$ cat src/rtl/if_id_hazard_ctrl.sv
// PC / IF-ID pipeline sequencer: load-use stall, branch/jump flush, imem wait handling.
// Control outputs are combinational from current state and inputs; state and counters are registered.
module if_id_hazard_ctrl #(
  parameter int unsigned LOAD_STALL_CYCLES = 1,
  parameter int unsigned WAIT_TIMEOUT      = 255,
  parameter int unsigned CNT_W             = 16
) (
  input  logic             clk,
  input  logic             reset_in,
  input  logic [5:0]       Op_code_in,
  input  logic [4:0]       IF_ID_Rs_in,
  input  logic [4:0]       IF_ID_Rt_in,
  input  logic             ID_EX_MemRead_in,
  input  logic [4:0]       ID_EX_Rt_in,
  input  logic             Branch_taken_in,
  input  logic             imem_ready_in,
  output logic             PC_write_out,
  output logic             IF_ID_enable_out,
  output logic             IF_ID_flush_out,
  output logic             ID_EX_bubble_out,
  output logic [1:0]       state_out,
  output logic [CNT_W-1:0] stall_cnt_out,
  output logic [CNT_W-1:0] flush_cnt_out,
  output logic             timeout_err_out
);

  typedef enum logic [1:0] {
    ST_RUN        = 2'd0,
    ST_LOAD_STALL = 2'd1,
    ST_IMEM_WAIT  = 2'd2,
    ST_UNUSED     = 2'd3
  } state_e;

  localparam logic [3:0]       HOLD_INIT = 4'(LOAD_STALL_CYCLES - 1);
  localparam logic [7:0]       WAIT_MAX  = 8'(WAIT_TIMEOUT);
  localparam logic [CNT_W-1:0] CNT_MAX   = '1;

  state_e           state_q, state_d;
  logic [3:0]       hold_q, hold_d;
  logic [7:0]       wait_q, wait_d;
  logic [CNT_W-1:0] stall_cnt_q, stall_cnt_d;
  logic [CNT_W-1:0] flush_cnt_q, flush_cnt_d;
  logic             err_q, err_d;

  logic uses_rt, is_jump, hazard;

  // Decode of the instruction sitting in IF/ID
  assign uses_rt = (Op_code_in == 6'h00) || (Op_code_in == 6'h04) ||
                   (Op_code_in == 6'h05) || (Op_code_in == 6'h2B);
  assign is_jump = (Op_code_in == 6'h02) || (Op_code_in == 6'h03);
  assign hazard  = ID_EX_MemRead_in && (ID_EX_Rt_in != 5'd0) &&
                   ((ID_EX_Rt_in == IF_ID_Rs_in) || (uses_rt && (ID_EX_Rt_in == IF_ID_Rt_in)));

  always_comb begin
    state_d          = state_q;
    hold_d           = hold_q;
    wait_d           = wait_q;
    err_d            = err_q;
    PC_write_out     = 1'b0;
    IF_ID_enable_out = 1'b0;
    IF_ID_flush_out  = 1'b0;
    ID_EX_bubble_out = 1'b0;

    if (reset_in) begin
      IF_ID_flush_out  = 1'b1;
      ID_EX_bubble_out = 1'b1;
      state_d          = ST_RUN;
      hold_d           = 4'd0;
      wait_d           = 8'd0;
      err_d            = 1'b0;
    end else begin
      case (state_q)
        ST_RUN: begin
          if (Branch_taken_in) begin
            {PC_write_out, IF_ID_enable_out, IF_ID_flush_out, ID_EX_bubble_out} = 4'b1111;
          end else if (is_jump) begin
            {PC_write_out, IF_ID_enable_out, IF_ID_flush_out, ID_EX_bubble_out} = 4'b1110;
          end else if (hazard) begin
            ID_EX_bubble_out = 1'b1;
            if (LOAD_STALL_CYCLES > 1) begin
              state_d = ST_LOAD_STALL;
              hold_d  = HOLD_INIT;
            end
          end else if (!imem_ready_in) begin
            ID_EX_bubble_out = 1'b1;
            state_d          = ST_IMEM_WAIT;
            wait_d           = 8'd1;
          end else begin
            {PC_write_out, IF_ID_enable_out} = 2'b11;
          end
        end
        ST_LOAD_STALL: begin
          if (Branch_taken_in) begin
            {PC_write_out, IF_ID_enable_out, IF_ID_flush_out, ID_EX_bubble_out} = 4'b1111;
            state_d = ST_RUN;
            hold_d  = 4'd0;
          end else begin
            ID_EX_bubble_out = 1'b1;
            hold_d           = hold_q - 4'd1;
            if (hold_q <= 4'd1) begin
              state_d = ST_RUN;
              hold_d  = 4'd0;
            end
          end
        end
        ST_IMEM_WAIT: begin
          if (Branch_taken_in) begin
            {PC_write_out, IF_ID_enable_out, IF_ID_flush_out, ID_EX_bubble_out} = 4'b1111;
            state_d = ST_RUN;
            wait_d  = 8'd0;
          end else if (imem_ready_in) begin
            {PC_write_out, IF_ID_enable_out} = 2'b11;
            state_d = ST_RUN;
            wait_d  = 8'd0;
          end else begin
            ID_EX_bubble_out = 1'b1;
            if (wait_q < WAIT_MAX) wait_d = wait_q + 8'd1;
          end
        end
        default: begin
          IF_ID_flush_out  = 1'b1;
          ID_EX_bubble_out = 1'b1;
          state_d          = ST_RUN;
          hold_d           = 4'd0;
          wait_d           = 8'd0;
        end
      endcase
      // Error latches on the edge where the wait count reaches the limit
      if ((state_d == ST_IMEM_WAIT) && (wait_d == WAIT_MAX)) err_d = 1'b1;
    end
  end

  // Saturating performance counters, cleared by reset
  always_comb begin
    stall_cnt_d = stall_cnt_q;
    flush_cnt_d = flush_cnt_q;
    if (reset_in) begin
      stall_cnt_d = '0;
      flush_cnt_d = '0;
    end else begin
      if (!PC_write_out && (stall_cnt_q != CNT_MAX)) stall_cnt_d = stall_cnt_q + 1'b1;
      if (IF_ID_flush_out && (flush_cnt_q != CNT_MAX)) flush_cnt_d = flush_cnt_q + 1'b1;
    end
  end

  always_ff @(posedge clk) begin
    state_q     <= state_d;
    hold_q      <= hold_d;
    wait_q      <= wait_d;
    err_q       <= err_d;
    stall_cnt_q <= stall_cnt_d;
    flush_cnt_q <= flush_cnt_d;
  end

  assign state_out       = state_q;
  assign stall_cnt_out   = stall_cnt_q;
  assign flush_cnt_out   = flush_cnt_q;
  assign timeout_err_out = err_q;

endmodule
$ cat config.mk
export PLATFORM = sky130hd
export DESIGN_NAME = if_id_hazard_ctrl
export DESIGN_NICKNAME = d
export VERILOG_FILES = /design/src/rtl/if_id_hazard_ctrl.sv
export SDC_FILE = /design/constraint.sdc
export NUM_CORES = 1
export LEC_CHECK = 0
export BUFFER_PORTS_ARGS = -buffer_cell sky130_fd_sc_hd__clkbuf_2
export CAP_MARGIN = 20
export CORE_AREA = 8 8 72 121
export DETAILED_ROUTE_END_ITERATION = 10
export DIE_AREA = 0 0 80 129
export PLACE_DENSITY = 0.71
export SYNTH_ARGS = -nofsm -noshare
export SYNTH_HDL_FRONTEND = slang
export SYNTH_SLANG_ARGS = --single-unit
$ cat constraint.sdc
create_clock -name clk -period 9.4 [get_ports clk]
set_input_delay 2.82 -clock clk [delete_from_list [all_inputs] [get_ports clk]]
set_output_delay 2.82 -clock clk [all_outputs]
set_load 0.005 [all_outputs]
; ---- Yosys cells after proc, flatten, opt, wreduce, memory -nomap -nowiden
; Index checks and enable logic that the tools add are counted.
[totals]
reg_bits = 47
wordCells = 83
input_bits = 26
[classes]
order_cmp = 2
addsub = 4
n_reduce_logical = 17
n_eq_ne = 13
n_mux = 41
[op_table]
columns = cell, count
row1 = two-way mux 8 bit, 8
row2 = adder 16 x 1 -> 16 bit (second input constant), 2
row3 = != test 16 bit (second input constant), 2
row4 = case mux 8 bit (3 select lines), 1
row5 = two-way mux 2 bit, 9
row6 = two-way mux 1 bit, 16
row7 = equality test 6 x 2 -> 1 bit (second input constant), 2
row8 = equality test 6 x 3 -> 1 bit (second input constant), 2
row9 = equality test 5 bit, 2
row10 = adder 8 x 1 -> 8 bit (second input constant), 1
row11 = equality test 8 bit (second input constant), 1
row12 = less-than comparator 8 bit (second input constant), 1
row13 = two-way mux 4 bit, 2
row14 = case mux 4 bit (2 select lines), 1
row15 = equality test 6 bit (second input constant), 1
row16 = logical AND 1 bit, 6
row17 = logical NOT 6 bit, 1
row18 = case mux 2 bit (3 select lines), 1
row19 = logical OR 1 bit, 5
row20 = nonzero test 5 bit, 1
row21 = equality test 2 bit (second input constant), 2
row22 = <= comparator 4 x 1 -> 1 bit (second input constant), 1
row23 = case mux 1 bit (2 select lines), 2
row24 = OR reduction 2 bit, 2
row25 = other kinds (5), 5

; ---- Longest topological paths before layout
[depth]
word_depth = 14
mapped_depth = 10
mapped_depth_nobuf = 9

; ---- Worst setup path after synthesis
; Ideal clock, no wire load.
[synth_timing]
kind = in2out
startpoint = input ID_EX_Rt_in[1]
endpoint = output PC_write_out
stages = 7
t_arrival_ns = 4.237
path_buffers = 1
slack_ns = 2.343
required_ns = 6.580
cell_sequence = or4_1 o21ai_1 or3_1 a41oi_4 nand2b_1 inv_1 buf_4
[synth_via]
elab_chain_len = 9
[synth_rtl]
columns = item, line
row1 = start: declaration, 14  ; input logic [4:0] ID_EX_Rt_in,
row2 = equality test 5 bit, 52  ; ((ID_EX_Rt_in == IF_ID_Rs_in) || (uses_rt && (ID_EX_Rt_in == IF_ID_Rt_in)));
row3 = logical AND 1 bit, 52
row4 = logical OR 1 bit, 52
row5 = logical AND 1 bit *, 51  ; assign hazard = ID_EX_MemRead_in && (ID_EX_Rt_in != 5'd0) &&
row6 = two-way mux 1 bit * (3 in a row), --
row7 = case mux 1 bit (3 select lines) *, --
row8 = two-way mux 1 bit *, --
row9 = end: declaration, 17  ; output logic PC_write_out,
; Mark *: on every way between the ends. The rest lies on a longest branch, timed or not.

; ---- Worst setup path after layout
[layout_timing]
startpoint = input ID_EX_Rt_in[1]
endpoint = output PC_write_out
[layout_via]
elab_chain_len = 9
[layout_rtl]
columns = item, line
row1 = equality test 5 bit, 52
row2 = logical AND 1 bit, 52
row3 = logical OR 1 bit, 52
row4 = logical AND 1 bit *, 51
row5 = two-way mux 1 bit *, 78  ; end else if (hazard) begin
row6 = two-way mux 1 bit *, 76  ; end else if (is_jump) begin
row7 = two-way mux 1 bit *, 74  ; if (Branch_taken_in) begin
row8 = case mux 1 bit (3 select lines) *, 72  ; case (state_q)
row9 = two-way mux 1 bit *, 64  ; if (reset_in) begin
; Marks and branches as above.

==> metrics.txt <==
run status=completed; die area=10,300 µm²; Crit path max-delay family=simple AND/OR/NAND/NOR gates; Synth Flop Type=dfxtp_1; Pwr per Cell Area=133 nW/µm²; Diodes inserted=0; Top cell by count, worst path=clkbuf_2; min-delay worst type=flop to flop; Synth Warn #=0; Post-synth EDFFs=0; input/output buffers=64; Worst R2R Setup Slack=6.81 ns; total gr overflow=0; post-route ant nets=0; Net Count, Synth=379; Final TNS setup=0 ns; dpl cells=484; fin nets=440; row count=41; TritonCTS clock tree=built; worst-path maximum fanout=6; die width=80 µm; min-delay src=timeout_err_out; Clock Root Buffer=clkbuf_16; Worst R2R End=stall_cnt_out[14]; DP Worst Slack=2.05 ns; core footprint=7080 µm²; fraction of registers with async set or reset after synthesis=0%; vias=2,731; Max Clock Freq=0.136 GHz; synthesized flop and latch total=47; Setup-failing EPs final=0; clk_lat worst skew=0.28 ns; fill count=724; clock sinks=47; Reg area=941 µm²; Area Growth Syn to Fin=19.0%; DRC=0; Leak=1.30 nW; initial antenna violation count=0; delay of the slowest critical-path stage=0.53 ns; post-CTS setup buffer count=0; Peak VDD IR=0.0992 mV; RR Startpoint=state_out[0]; Initial Util=38.8%; Synth cell types=49; post-route clock period utilization=78.2%; vias in the first global route=2,647; CTS Hold Bufs=0; minimum clock period after layout=7.35 ns; footprint of the multi-input gates=1690 µm²; H-tree depth=2; Tightest Pin Transition=0.868 ns; Die Ht=129 µm; largest net degree at the start of global routing=41; Hold Path Stages=2; post-route insts no fill=492; Critical Setup Path Class=primary input to primary output; RSZ-0062 raised after global routing=no; Arr. time, crit path=4.53 ns; Max-cap violations=0; Reg clk slew, reported paths=0.06 ns; GP Congestion=0.829; Post-Syn Area=2750 µm²; Req. time, crit path=6.58 ns; global-route wire length before repair=11.6 mm; total power draw=0.435 mW; final hold violations=0; PnR worst setup slack=2.05 ns; Buf/Inv on CP=3; post-cts gate resize count=0; max_slew headroom=42.1%; Hold Crit Endpoint=timeout_err_out; crit end category=primary output; crit path launch type=primary input; Seq/Total Area, Yosys=34.2%; GRT Total Usage=13.5%; CP Cell Sequence=clkbuf_2 > or4_1 > o21ai_1 > or3_1 > a41oi_4 > nand2b_1 > inv_1 > clkbuf_2; I/O pin count=65; syn_area_per_cell=7.99 µm²; Max Slew Vio Count=0; Crit-path slowest cell=or4_1; clock buffer count from CTS=5; post-synthesis cell count=344; number of iterations in the first detailed-routing pass=4; HPWL after detailed placement=5.46 mm; wirelength, routed=6.97 mm; DRT iter0 DRCs=156; Reg2Reg Depth=9; post-DR vias/cell=5.55; Setup Skew=0.00661 ns; WL/cell=14.2 µm; Max clock buf depth=2; fraction of layout cells with a size suffix above 1=19.5%
logic make-up after synthesis:
| logic type | synth area share, % |
|---|---|
| mux | 1.09 |
| simple gates | 26.5 |
| flops | 34.2 |
| compound gates | 20.8 |
| buf+inv | 4.41 |
| fa+ha+maj | 4.09 |
| xor+xnor | 8.92 |
metrics by stage:
| stage | cell area [µm²] | utilization (%) | hold WS, ns |
|---|---|---|---|
| final | 3270 | 46.2 | 0.472 |
| after global routing | 3270 | 46.2 | 0.507 |
| after CTS | 3270 | 46.2 | 0.476 |
| after detailed placement | 3130 | 44.2 | 0.466 |
| after global placement | 3130 | 44.2 | 0.462 |
| after floorplan | 2750 | - | 0.458 |
cell type report:
type                       instances  share of cell area, %
multi-input combinational        268                   51.6
sequential                        47                   28.7
timing repair buffer              65                   10.0
clock buffer                       6                   3.94
tap                               86                   3.29
inverter                          18                   2.06
clock inverter                     2                  0.382
synthesized netlist by cell type (all sizes together) (8+ instances only):
cell	instances	area (µm²)
nand4	9	56.3
nor2	40	150
o21ai	22	118
inv	18	67.6
ha	9	113
xnor2	11	96.3
or3	9	56.3
nand3	9	45.0
xor2	17	149
and3	13	81.3
dfxtp	47	941
a21oi	25	125
clkbuf	8	30.0
nand2	33	124
registers in the layout (all words and copies together) (netlist names):
name / flops
state_out: 2
wait_q: 8
stall_cnt_out: 16
flush_cnt_out: 16
timeout_err_out: 1
hold_q: 4
per-layer routing:
| layer | global-route usage, % | share of wire, % |
|---|---|---|
| met5 | 0 | 0 |
| met1 | 12.9 | 38 |
| met2 | 26.2 | 56 |
| met4 | 5.71 | 1.4 |
| met3 | 2.79 | 4.1 |
power breakdown:
part           internal, mW  switching, mW  leakage, nW  total, mW
Combinational        0.0224         0.0332        0.857     0.0557
Sequential            0.203        0.00505        0.380      0.208
Clock                0.0981         0.0724       0.0669      0.171
cell usage in the layout (no fill, tap or decap), drive strengths merged, types with 11 or more instances in the layout:
cell type,netlist,layout
o21ai,22,22
xor2,17,17
inv,18,18
nand2,33,33
dfxtp,47,47
clkbuf,8,70
a21oi,25,25
and3,13,13
xnor2,11,11
nor2,40,40
worst min-delay path, delay by kind of cell, from the launching register on:
| family | cells | cell delay (ns) |
|---|---|---|
| AO/OA/AOI/OAI | 1 | 0.07 |
| buffers and inverters | 1 | 0.05 |
| flip-flops | 1 | 0.31 |
worst max-delay path by stage:
stage | depth (start not counted) | end | startpoint | slack [ns]
global route | 8 | PC_write_out | ID_EX_Rt_in[1] | 1.89
global placement | 8 | IF_ID_enable_out | ID_EX_Rt_in[1] | 2.09
floorplan | 7 | PC_write_out | ID_EX_Rt_in[1] | 2.34
CTS | 8 | PC_write_out | ID_EX_Rt_in[1] | 2.04
detailed placement | 8 | PC_write_out | ID_EX_Rt_in[1] | 2.05
finish | 8 | PC_write_out | ID_EX_Rt_in[1] | 2.05
Note: power is estimated with default switching activity, not from simulation.
